===== config.mk =====
export PLATFORM = sky130hd
export DESIGN_NAME = param_sync_fifo_flat
export DESIGN_NICKNAME = d
export VERILOG_FILES = /design/src/rtl/param_sync_fifo_pkg.sv /design/src/rtl/param_sync_fifo_if.sv /design/src/rtl/param_sync_fifo_ram.sv /design/src/rtl/param_sync_fifo.sv /design/src/flat_wrapper.sv
export SDC_FILE = /design/constraint.sdc
export NUM_CORES = 1
export LEC_CHECK = 0
export BUFFER_PORTS_ARGS = -buffer_cell sky130_fd_sc_hd__buf_2
export CORE_MARGIN = 4
export CORE_UTILIZATION = 55
export DETAILED_ROUTE_END_ITERATION = 10
export PLACE_DENSITY_LB_ADDON = 0.05
export SLEW_MARGIN = 5
export SYNTH_ARGS = -nofsm -noshare
export SYNTH_HDL_FRONTEND = slang
export SYNTH_SLANG_ARGS = --single-unit

===== constraint.sdc =====
create_clock -name clk -period 3.93 [get_ports clk]
set_clock_uncertainty 0.1 [all_clocks]
set_input_delay 0.393 -clock clk [delete_from_list [all_inputs] [get_ports clk]]
set_output_delay 0.393 -clock clk [all_outputs]
set_load 0.01 [all_outputs]

===== src/rtl/param_sync_fifo_pkg.sv =====
// Shared definitions for param_sync_fifo: default geometry, width helper,
// status record for monitors/scoreboards and the per-cycle operation kind.
package fifo_pkg;

  localparam int unsigned FIFO_WIDTH_DEFAULT = 32;
  localparam int unsigned FIFO_DEPTH_DEFAULT = 32;

  // Pointer/count width: one extra bit over the address so full and empty differ.
  function automatic int unsigned cnt_width(input int unsigned depth);
    return $clog2(depth) + 1;
  endfunction

  typedef struct packed {
    logic full;
    logic empty;
    logic almost_full;
    logic almost_empty;
    logic overflow;
    logic underflow;
  } fifo_status_t;

  typedef enum logic [1:0] {
    OP_NONE = 2'b00,
    OP_RD   = 2'b01,
    OP_WR   = 2'b10,
    OP_BOTH = 2'b11
  } fifo_op_e;

endpackage


===== src/rtl/param_sync_fifo_if.sv =====
// Producer/consumer bundle for param_sync_fifo. The master modport is the
// driver/slave testbench side, the slave modport is the FIFO itself.
interface param_sync_fifo_if
  import fifo_pkg::*;
#(
  parameter int unsigned FIFO_WIDTH = FIFO_WIDTH_DEFAULT,
  parameter int unsigned FIFO_DEPTH = FIFO_DEPTH_DEFAULT
);

  logic                                 flush;
  logic                                 wr_en;
  logic [FIFO_WIDTH-1:0]                data_in;
  logic                                 rd_en;
  logic [FIFO_WIDTH-1:0]                data_out;
  logic                                 rd_valid;
  logic                                 full;
  logic                                 empty;
  logic                                 almost_full;
  logic                                 almost_empty;
  logic [cnt_width(FIFO_DEPTH)-1:0]     count;
  logic                                 overflow;
  logic                                 underflow;

  modport master (
    output flush, wr_en, data_in, rd_en,
    input  data_out, rd_valid, full, empty, almost_full, almost_empty,
           count, overflow, underflow
  );

  modport slave (
    input  flush, wr_en, data_in, rd_en,
    output data_out, rd_valid, full, empty, almost_full, almost_empty,
           count, overflow, underflow
  );

endinterface


===== src/rtl/param_sync_fifo_ram.sv =====
// Simple dual-port storage: one write port, one registered read port.
// The array itself is never reset; only the read register is.
module fifo_ram #(
  parameter int unsigned FIFO_WIDTH = 32,
  parameter int unsigned FIFO_DEPTH = 32
) (
  input  logic                          clk,
  input  logic                          rst,
  input  logic                          we_i,
  input  logic [$clog2(FIFO_DEPTH)-1:0] waddr_i,
  input  logic [FIFO_WIDTH-1:0]         wdata_i,
  input  logic                          re_i,
  input  logic [$clog2(FIFO_DEPTH)-1:0] raddr_i,
  output logic [FIFO_WIDTH-1:0]         rdata_o
);

  logic [FIFO_WIDTH-1:0] mem [FIFO_DEPTH];
  logic [FIFO_WIDTH-1:0] rdata_q;

  // Store the incoming word on an accepted write.
  always_ff @(posedge clk) begin
    if (we_i) mem[waddr_i] <= wdata_i;
  end

  // Register the addressed word on an accepted read; hold otherwise.
  always_ff @(posedge clk or posedge rst) begin
    if (rst)       rdata_q <= '0;
    else if (re_i) rdata_q <= mem[raddr_i];
  end

  assign rdata_o = rdata_q;

endmodule


===== src/rtl/param_sync_fifo.sv =====
// Parametrised single-clock FIFO with occupancy count, almost-full/empty
// thresholds and synchronous flush. Define FIFO_ERR_FLAGS_EN to enable the
// sticky overflow/underflow flags; otherwise those outputs are tied low.
module param_sync_fifo
  import fifo_pkg::*;
#(
  parameter int unsigned FIFO_WIDTH = FIFO_WIDTH_DEFAULT,
  parameter int unsigned FIFO_DEPTH = FIFO_DEPTH_DEFAULT,
  parameter int unsigned AF_THRESH  = FIFO_DEPTH - 4,
  parameter int unsigned AE_THRESH  = 4
) (
  input  logic             clk,
  input  logic             rst,
  param_sync_fifo_if.slave bus
);

  localparam int unsigned CW = cnt_width(FIFO_DEPTH);
  localparam int unsigned AW = CW - 1;
  localparam logic [CW-1:0] DEPTH_C = CW'(FIFO_DEPTH);
  localparam logic [CW-1:0] AF_C    = CW'(AF_THRESH);
  localparam logic [CW-1:0] AE_C    = CW'(AE_THRESH);

  if (FIFO_DEPTH < 4 || (FIFO_DEPTH & (FIFO_DEPTH - 1)) != 0) begin : g_bad_depth
    $fatal(1, "param_sync_fifo: FIFO_DEPTH must be a power of two >= 4");
  end
  if (!(AE_THRESH > 0 && AE_THRESH < AF_THRESH && AF_THRESH < FIFO_DEPTH)) begin : g_bad_thresh
    $fatal(1, "param_sync_fifo: need 0 < AE_THRESH < AF_THRESH < FIFO_DEPTH");
  end

  logic [CW-1:0]  wptr_q, rptr_q, count_q, count_d;
  logic           rd_valid_q;
  fifo_status_t   status_q;
  logic           wr_acc, rd_acc;
  fifo_op_e       op;

  // Accept decisions come from the registered status, so a simultaneous
  // read/write at empty or full resolves without any combinational loop.
  always_comb begin
    wr_acc = bus.wr_en && !status_q.full  && !bus.flush;
    rd_acc = bus.rd_en && !status_q.empty && !bus.flush;
    op     = fifo_op_e'({wr_acc, rd_acc});
  end

  // Next occupancy from the accepted operation; flush forces zero.
  always_comb begin
    count_d = count_q;
    if (bus.flush) begin
      count_d = '0;
    end else begin
      unique case (op)
        OP_WR:   count_d = count_q + CW'(1);
        OP_RD:   count_d = count_q - CW'(1);
        default: count_d = count_q;
      endcase
    end
  end

  // Pointers, count and read-valid pulse.
  always_ff @(posedge clk or posedge rst) begin
    if (rst) begin
      wptr_q     <= '0;
      rptr_q     <= '0;
      count_q    <= '0;
      rd_valid_q <= 1'b0;
    end else begin
      count_q    <= count_d;
      rd_valid_q <= rd_acc;
      if (bus.flush) begin
        wptr_q <= '0;
        rptr_q <= '0;
      end else begin
        if (wr_acc) wptr_q <= wptr_q + CW'(1);
        if (rd_acc) rptr_q <= rptr_q + CW'(1);
      end
    end
  end

  // Registered status flags derived from the next count, plus error flags.
  always_ff @(posedge clk or posedge rst) begin
    if (rst) begin
      status_q              <= '0;
      status_q.empty        <= 1'b1;
      status_q.almost_empty <= 1'b1;
    end else begin
      status_q.full         <= (count_d == DEPTH_C);
      status_q.empty        <= (count_d == '0);
      status_q.almost_full  <= (count_d >= AF_C);
      status_q.almost_empty <= (count_d <= AE_C);
`ifdef FIFO_ERR_FLAGS_EN
      if (bus.flush) begin
        status_q.overflow  <= 1'b0;
        status_q.underflow <= 1'b0;
      end else begin
        if (bus.wr_en && status_q.full)  status_q.overflow  <= 1'b1;
        if (bus.rd_en && status_q.empty) status_q.underflow <= 1'b1;
      end
`else
      status_q.overflow  <= 1'b0;
      status_q.underflow <= 1'b0;
`endif
    end
  end

  fifo_ram #(
    .FIFO_WIDTH (FIFO_WIDTH),
    .FIFO_DEPTH (FIFO_DEPTH)
  ) u_ram (
    .clk     (clk),
    .rst     (rst),
    .we_i    (wr_acc),
    .waddr_i (wptr_q[AW-1:0]),
    .wdata_i (bus.data_in),
    .re_i    (rd_acc),
    .raddr_i (rptr_q[AW-1:0]),
    .rdata_o (bus.data_out)
  );

  assign bus.rd_valid     = rd_valid_q;
  assign bus.count        = count_q;
  assign bus.full         = status_q.full;
  assign bus.empty        = status_q.empty;
  assign bus.almost_full  = status_q.almost_full;
  assign bus.almost_empty = status_q.almost_empty;
  assign bus.overflow     = status_q.overflow;
  assign bus.underflow    = status_q.underflow;

endmodule


===== src/flat_wrapper.sv =====
// flat-port wrapper written by rule: the top's interface ports become plain ports
module param_sync_fifo_flat import fifo_pkg::*;
#(
  parameter int unsigned FIFO_WIDTH = FIFO_WIDTH_DEFAULT,
  parameter int unsigned FIFO_DEPTH = FIFO_DEPTH_DEFAULT,
  parameter int unsigned AF_THRESH  = FIFO_DEPTH - 4,
  parameter int unsigned AE_THRESH  = 4
)
  (clk, rst, bus_flush, bus_wr_en, bus_data_in, bus_rd_en, bus_data_out, bus_rd_valid, bus_full, bus_empty, bus_almost_full, bus_almost_empty, bus_count, bus_overflow, bus_underflow);
  param_sync_fifo_if #(.FIFO_WIDTH(FIFO_WIDTH), .FIFO_DEPTH(FIFO_DEPTH)) bus_i ();
  input  logic clk;
  input  logic rst;
  input wire logic [$bits(bus_i.flush)-1:0] bus_flush;
  input wire logic [$bits(bus_i.wr_en)-1:0] bus_wr_en;
  input wire logic [$bits(bus_i.data_in)-1:0] bus_data_in;
  input wire logic [$bits(bus_i.rd_en)-1:0] bus_rd_en;
  output wire logic [$bits(bus_i.data_out)-1:0] bus_data_out;
  output wire logic [$bits(bus_i.rd_valid)-1:0] bus_rd_valid;
  output wire logic [$bits(bus_i.full)-1:0] bus_full;
  output wire logic [$bits(bus_i.empty)-1:0] bus_empty;
  output wire logic [$bits(bus_i.almost_full)-1:0] bus_almost_full;
  output wire logic [$bits(bus_i.almost_empty)-1:0] bus_almost_empty;
  output wire logic [$bits(bus_i.count)-1:0] bus_count;
  output wire logic [$bits(bus_i.overflow)-1:0] bus_overflow;
  output wire logic [$bits(bus_i.underflow)-1:0] bus_underflow;
  assign bus_i.flush = bus_flush;
  assign bus_i.wr_en = bus_wr_en;
  assign bus_i.data_in = bus_data_in;
  assign bus_i.rd_en = bus_rd_en;
  assign bus_data_out = bus_i.data_out;
  assign bus_rd_valid = bus_i.rd_valid;
  assign bus_full = bus_i.full;
  assign bus_empty = bus_i.empty;
  assign bus_almost_full = bus_i.almost_full;
  assign bus_almost_empty = bus_i.almost_empty;
  assign bus_count = bus_i.count;
  assign bus_overflow = bus_i.overflow;
  assign bus_underflow = bus_i.underflow;
  param_sync_fifo #(.FIFO_WIDTH(FIFO_WIDTH), .FIFO_DEPTH(FIFO_DEPTH), .AF_THRESH(AF_THRESH), .AE_THRESH(AE_THRESH)) u_core (.clk(clk), .rst(rst), .bus(bus_i));
endmodule

==> impl_metrics.env, run 1 <==
export IMPL_rows=100
export IMPL_cp_arrival_ps=3380
export IMPL_worstMarginPinSlew_ps=1030
export IMPL_min_from="bus_flush"
export IMPL_synth_top_family_by_area="multiplexers"
export IMPL_grt_pass1_wl_um=138000
export IMPL_muxShareOfSynthArea_pct=18.3
export IMPL_postCtsHoldBufs=1
export IMPL_grt_pass1_vias=19500
export IMPL_status="completed"
export IMPL_synth_edff_count=1024
export IMPL_drive_gt1_share_pct=34.1
export IMPL_synthXorXnorAreaFrac_pct=0.254
export IMPL_path_cells="nand2b_1, buf_4, nor2_1, inv_1, ha_1, a21o_1, a311oi_1, a22oi_1, a31oi_1, nor3b_1"
export IMPL_p_per_area_nw_per_um2=551
export IMPL_hold_viol_final=0
export IMPL_cts_root_buffer="clkbuf_16"
export IMPL_rsz0062_at_grt="false"
export IMPL_cts_tree="done"
export IMPL_setup_viol=0
export IMPL_endpoint_kind="register"
export IMPL_max_stage_delay_ps=500
export IMPL_routed_wl_um=94000
export IMPL_maxCapViolations=0
export IMPL_cp_required_ps=4340
export IMPL_synthSimpleGateAreaFrac_pct=1.37
export IMPL_via_count=18900
export IMPL_p_leak_nw=14.7
export IMPL_max_slew_margin_rel_pct=31.7
export IMPL_antenna_found_initial=2
export IMPL_syn_avg_cell_area_um2=23.6
export IMPL_clk_latency_ps=660
export IMPL_drtAntennaViolNets=0
export IMPL_setup_tns_ps=0
export IMPL_initial_core_util_pct=55.6
export IMPL_clock_sinks=1077
export IMPL_dr_pass1_iters=5
export IMPL_post_cts_buffers=0
export IMPL_ir_drop_mv=0.383
export IMPL_drv_slew=0
export IMPL_dp_hpwl_um=50400
export IMPL_htreeDepth=3
export IMPL_final_min_clock_period_ps=2980
export IMPL_synthAdderAreaFrac_pct=0.212
export IMPL_utilization_pct=63.5
export IMPL_fin_nets=1968
export IMPL_synth_top_area_share_pct=74.3
export IMPL_overflow=0
export IMPL_crit_start="u_core.bus.full"
export IMPL_die_x_um=282
export IMPL_synthToLayoutAreaGrowth_pct=14.2
export IMPL_cts_buffer_depth=3
export IMPL_syn_cell_area_um2=41400
export IMPL_synthCells=1755
export IMPL_route_detailed_drc=0
export IMPL_ys_seq_area_share_pct=77.6
export IMPL_synth_most_common_cell="edfxtp_1"
export IMPL_synth_cell_types=53
export IMPL_crit_path_max_fanout=14
export IMPL_multiInputGateArea_um2=8990
export IMPL_synth_seq_cells=1077
export IMPL_p_total_mw=26.0
export IMPL_synth_async_reset_ratio_pct=4.92
export IMPL_gp_congestion=0.769
export IMPL_synth_compound_area_share_pct=0.977
export IMPL_n_fill_cell=4908
export IMPL_core_um2=74400
export IMPL_yosysTopAreaCell="edfxtp_1"
export IMPL_finalCritPeriodShare_pct=75.7
export IMPL_antenna_cells=0
export IMPL_path_class="register to register"
export IMPL_track_usage_pct=24.3
export IMPL_hold_class="primary input to register"
export IMPL_die_h_um=282
export IMPL_r2r_start="u_core.bus.full"
export IMPL_routed_via_density=6.34
export IMPL_grt_max_degree=85
export IMPL_place_area_um2=43700
export IMPL_seq_area_um2=32100
export IMPL_design_area_um2=47200
export IMPL_fmax_mhz=336
export IMPL_clk_pin_slew_worst_paths_ps=60
export IMPL_ctsResizeCount=0
export IMPL_synth_area_leaders="edfxtp_1, mux4_2, dfrtp_1, mux2i_1, clkbuf_1"
export IMPL_port_buffers=79
export IMPL_ys_warnings_count=0
export IMPL_synthTopCellsByCount="edfxtp_1, mux4_2, dfrtp_1, clkbuf_1, nor2_1"
export IMPL_post_drt_wl_per_cell_um=31.5
export IMPL_worst_path_max_delay_cell="ha_1"
export IMPL_io_pins=82
export IMPL_cts_made_buffers=107
export IMPL_cp_start_kind="register"
export IMPL_ys_flop_type="edfxtp_1"
export IMPL_first_iter_violations=1988
export IMPL_die_area_um2=79700
## registers in the layout, summed over array words and instances, names as in the netlist
signal,flops
u_core.bus.almost_empty,1
u_core.bus.almost_full,1
u_core.u_ram.rdata_o,32
u_core.u_ram.mem,1024
u_core.bus.full,1
u_core.wptr_q,5
u_core.bus.rd_valid,1
u_core.bus.empty,1
u_core.rptr_q,5
u_core.bus.count,6
## path summary, 6_finish.rpt
path	cells past startpoint	slack, ps	endpoint
setup / recovery	10	950	u_core.bus.full
hold / removal	2	70	u_core.bus.count[1]
setup reg to reg	10	950	u_core.bus.full
hold reg to reg	2	380	u_core.u_ram.rdata_o[26]
max in group asynchronous	4	2350	u_core.bus.almost_empty
min in group asynchronous	3	390	u_core.u_ram.rdata_o[1]
## per-layer routing
layer,GRT usage (%),routed length (um)
met4,5.20,1450
met3,3.68,5960
met1,36.1,39500
met2,39.6,47100
met5,0,0
## placed cells by master (no fill, tap or decap), types with 3 or more instances in the layout
cell,netlist,routed
inv_6,0,3
buf_12,0,29
nor2_4,0,32
nand4_1,6,6
nand3b_1,3,3
xor2_1,8,8
dfrtp_4,0,4
o21ai_0,5,5
clkbuf_8,0,8
ha_1,7,7
nor3_1,5,5
mux4_2,320,320
clkbuf_16,0,110
clkinv_2,0,30
inv_1,8,7
nand3_1,5,5
and2_1,3,3
edfxtp_1,1024,1024
a21o_1,4,4
nand2_1,45,45
o21ai_1,32,32
buf_4,22,48
dfrtp_1,51,46
clkinv_1,0,11
a21oi_1,7,7
buf_2,10,79
nor2_1,49,17
bufinv_16,0,11
mux2i_1,36,36
clkbuf_1,49,27
xnor2_1,4,4
## worst max-delay path, delay by kind of cell (launching register included)
kind / cells / cell delay [ps]
compound gates: 4 / 1090
fa+ha+maj: 1 / 500
buf+inv: 2 / 260
flops: 1 / 400
simple gates: 3 / 490
## metrics by stage
step                      hold WS [ps]  cells  setup slack [ps]
after global routing              58.0   2987               753
after floorplan                    392   1756               855
after CTS                         20.5   2987               976
final                             68.0   2987               954
after global placement             363   2783               814
after detailed placement           371   2783               809
## area by class of cell
class / count / area share, %
inverters: 9 / 0.0794
well taps: 969 / 2.57
repair buffers: 157 / 2.85
flip-flops and latches: 1077 / 67.9
clock inverters: 58 / 1.27
clock buffers: 145 / 6.27
multi-input cells: 572 / 19.0
## power breakdown
| group | switching [mW] | internal, mW |
|---|---|---|
| Clock | 4.20 | 6.02 |
| Combinational | 1.39 | 1.45 |
| Sequential | 0.176 | 12.8 |
## cell families after synthesis
| family | count (synthesis) |
|---|---|
| buffers and inverters | 107 |
| AND/OR/NAND/NOR | 128 |
| flip-flops | 1077 |
| adder cells (fa/ha/maj) | 7 |
| AO/OA/AOI/OAI | 66 |
| XOR/XNOR | 12 |
| multiplexers | 357 |
| other | 1 |
No activity file was read; power rests on OpenSTA's default activity.
==> run 2, diff against run 1 <==
- clock period: 3.93 -> 3.1 ns (I/O delays scaled with it)
==> impl_metrics.env, run 2 (synthesis results as in run 1) <==
export IMPL_via_count=19400
export IMPL_dr_pass1_iters=7
export IMPL_grt_max_degree=59
export IMPL_endpoint_kind="register"
export IMPL_port_buffers=79
export IMPL_r2r_end="u_core.bus.full"
export IMPL_rrSetupSlack_ps=250
export IMPL_r2r_start="u_core.bus.empty"
export IMPL_initial_core_util_pct=55.6
export IMPL_maxCapViolations=0
export IMPL_fin_nets=2011
export IMPL_grt_pass1_vias=19900
export IMPL_routed_wl_um=97900
export IMPL_critPathBufInv=0
export IMPL_mostFrequentLayoutCells="edfxtp_1, mux4_2, clkbuf_16, buf_2, buf_4"
export IMPL_drv_slew=0
export IMPL_cts_root_buffer="clkbuf_16"
export IMPL_fmax_mhz=351
export IMPL_crit_start="u_core.bus.empty"
export IMPL_cp_required_ps=3520
export IMPL_crit_path_max_fanout=5
export IMPL_post_drt_wl_per_cell_um=32.3
export IMPL_worst_path_max_delay_cell="or4_1"
export IMPL_hold_ws_ps=38.8
export IMPL_min_from="bus_data_in[28]"
export IMPL_setup_tns_ps=0
export IMPL_worstMarginPinSlew_ps=737
export IMPL_setup_viol=0
export IMPL_n_fill_cell=4822
export IMPL_cp_start_kind="register"
export IMPL_max_slew_margin_rel_pct=50.8
export IMPL_crit_end="u_core.bus.full"
export IMPL_path_cells="or3b_4, nor2_2, xnor2_1, ha_1, a21oi_1, nor3_1, or4_1, a21oi_2, or2_2, nor3b_1"
export IMPL_core_um2=74400
export IMPL_final_min_clock_period_ps=2850
export IMPL_hold_viol_final=0
export IMPL_place_ws_ps=165
export IMPL_p_per_area_nw_per_um2=705
export IMPL_clk_latency_ps=660
export IMPL_cts_made_buffers=108
export IMPL_cts_buffer_depth=3
export IMPL_drtAntennaViolNets=0
export IMPL_hold_class="primary input to register"
export IMPL_max_flop_register="u_core.u_ram.mem"
export IMPL_routed_via_density=6.38
export IMPL_die_x_um=282
export IMPL_p_leak_nw=15.0
export IMPL_gp_congestion=0.762
export IMPL_clk_pin_slew_worst_paths_ps=60
export IMPL_crit_cells=10
export IMPL_worst_slack_ps=255
export IMPL_synthToLayoutAreaGrowth_pct=16.3
export IMPL_instances_no_fill=3032
export IMPL_rows=100
export IMPL_cp_arrival_ps=3270
export IMPL_cts_tree="done"
export IMPL_largest_register_ffs=1024
export IMPL_first_iter_violations=2119
export IMPL_drive_gt1_share_pct=35.4
export IMPL_post_cts_buffers=0
export IMPL_status="completed"
export IMPL_ir_drop_mv=0.550
export IMPL_track_usage_pct=25.2
export IMPL_dp_hpwl_um=52200
export IMPL_grt_pass1_wl_um=140000
export IMPL_htreeDepth=3
export IMPL_clock_sinks=1077
export IMPL_die_area_um2=79700
export IMPL_rsz0062_at_grt="false"
export IMPL_reg2reg_depth=10
export IMPL_path_class="register to register"
export IMPL_crit_family="simple AND/OR/NAND/NOR gates"
export IMPL_finalCritPeriodShare_pct=91.8
export IMPL_die_h_um=282
export IMPL_overflow=0
export IMPL_route_detailed_drc=0
export IMPL_max_stage_delay_ps=440
export IMPL_p_total_mw=33.9
export IMPL_placedCellCount=2821
export IMPL_antenna_found_initial=3
export IMPL_io_pins=82
export IMPL_layout_cells_most_common="edfxtp_1"
## run 2: changes by cell type in the layout (fill, tap and decap cells not counted), sizes merged, moves of 2 or more
cell and change:
buf +38, clkinv -9, bufinv +8, dlygate4sd3 +4, clkinvlp +2
## run 2: power by group
group	switching, mW	leakage (nW)	internal [mW]
logic	1.77	3.29	1.87
clock network	5.37	1.87	8.43
registers	0.249	9.88	16.2
## run 2: through the flow
stage | cell area (um2) | util, %
after floorplan | 41400 | -
after global placement | 44200 | 59.4
after detailed placement | 44200 | 59.4
after CTS | 48100 | 64.6
after global routing | 48100 | 64.6
final | 48100 | 64.6
## run 2: worst min-delay path by stage
stage / end / cells past startpoint
3_5_place_dp: u_core.u_ram.rdata_o[30] / 2
4_1_cts: u_core.u_ram.mem[2][1] / 1
5_1_grt: u_core.u_ram.mem[17][7] / 1
2_1_floorplan: u_core.u_ram.mem[0][0] / 0
6_report: u_core.u_ram.mem[18][28] / 1
3_3_place_gp: u_core.u_ram.rdata_o[30] / 2
## run 2: metal layers
metal	part of all wire, %	up-vias	track usage (%)
li1	-	7906	-
met1	41	10600	36.7
met2	49	749	40.8
met3	6.9	132	4.15
met4	2.2	2	6.46
met5	0.013	-	0
## run 2: area by class of cell
| class | instances | area, um2 | share of cell area, % |
|---|---|---|---|
| inverters | 9 | 37.5 | 0.0781 |
| flip-flops and latches | 1077 | 32100 | 66.7 |
| clock inverters | 59 | 793 | 1.65 |
| well taps | 969 | 1210 | 2.52 |
| clock buffers | 146 | 3030 | 6.30 |
| multi-input cells | 572 | 8990 | 18.7 |
| diodes | 1 | 2.50 | 0.00520 |
| repair buffers | 199 | 1920 | 4.00 |
## run 2: what timing repair did
action                                  CTS  global route
gates resized for setup                   0             1
endpoints found under the setup margin    0             1
hold buffers                              5             0
hold endpoints to repair                 80             0
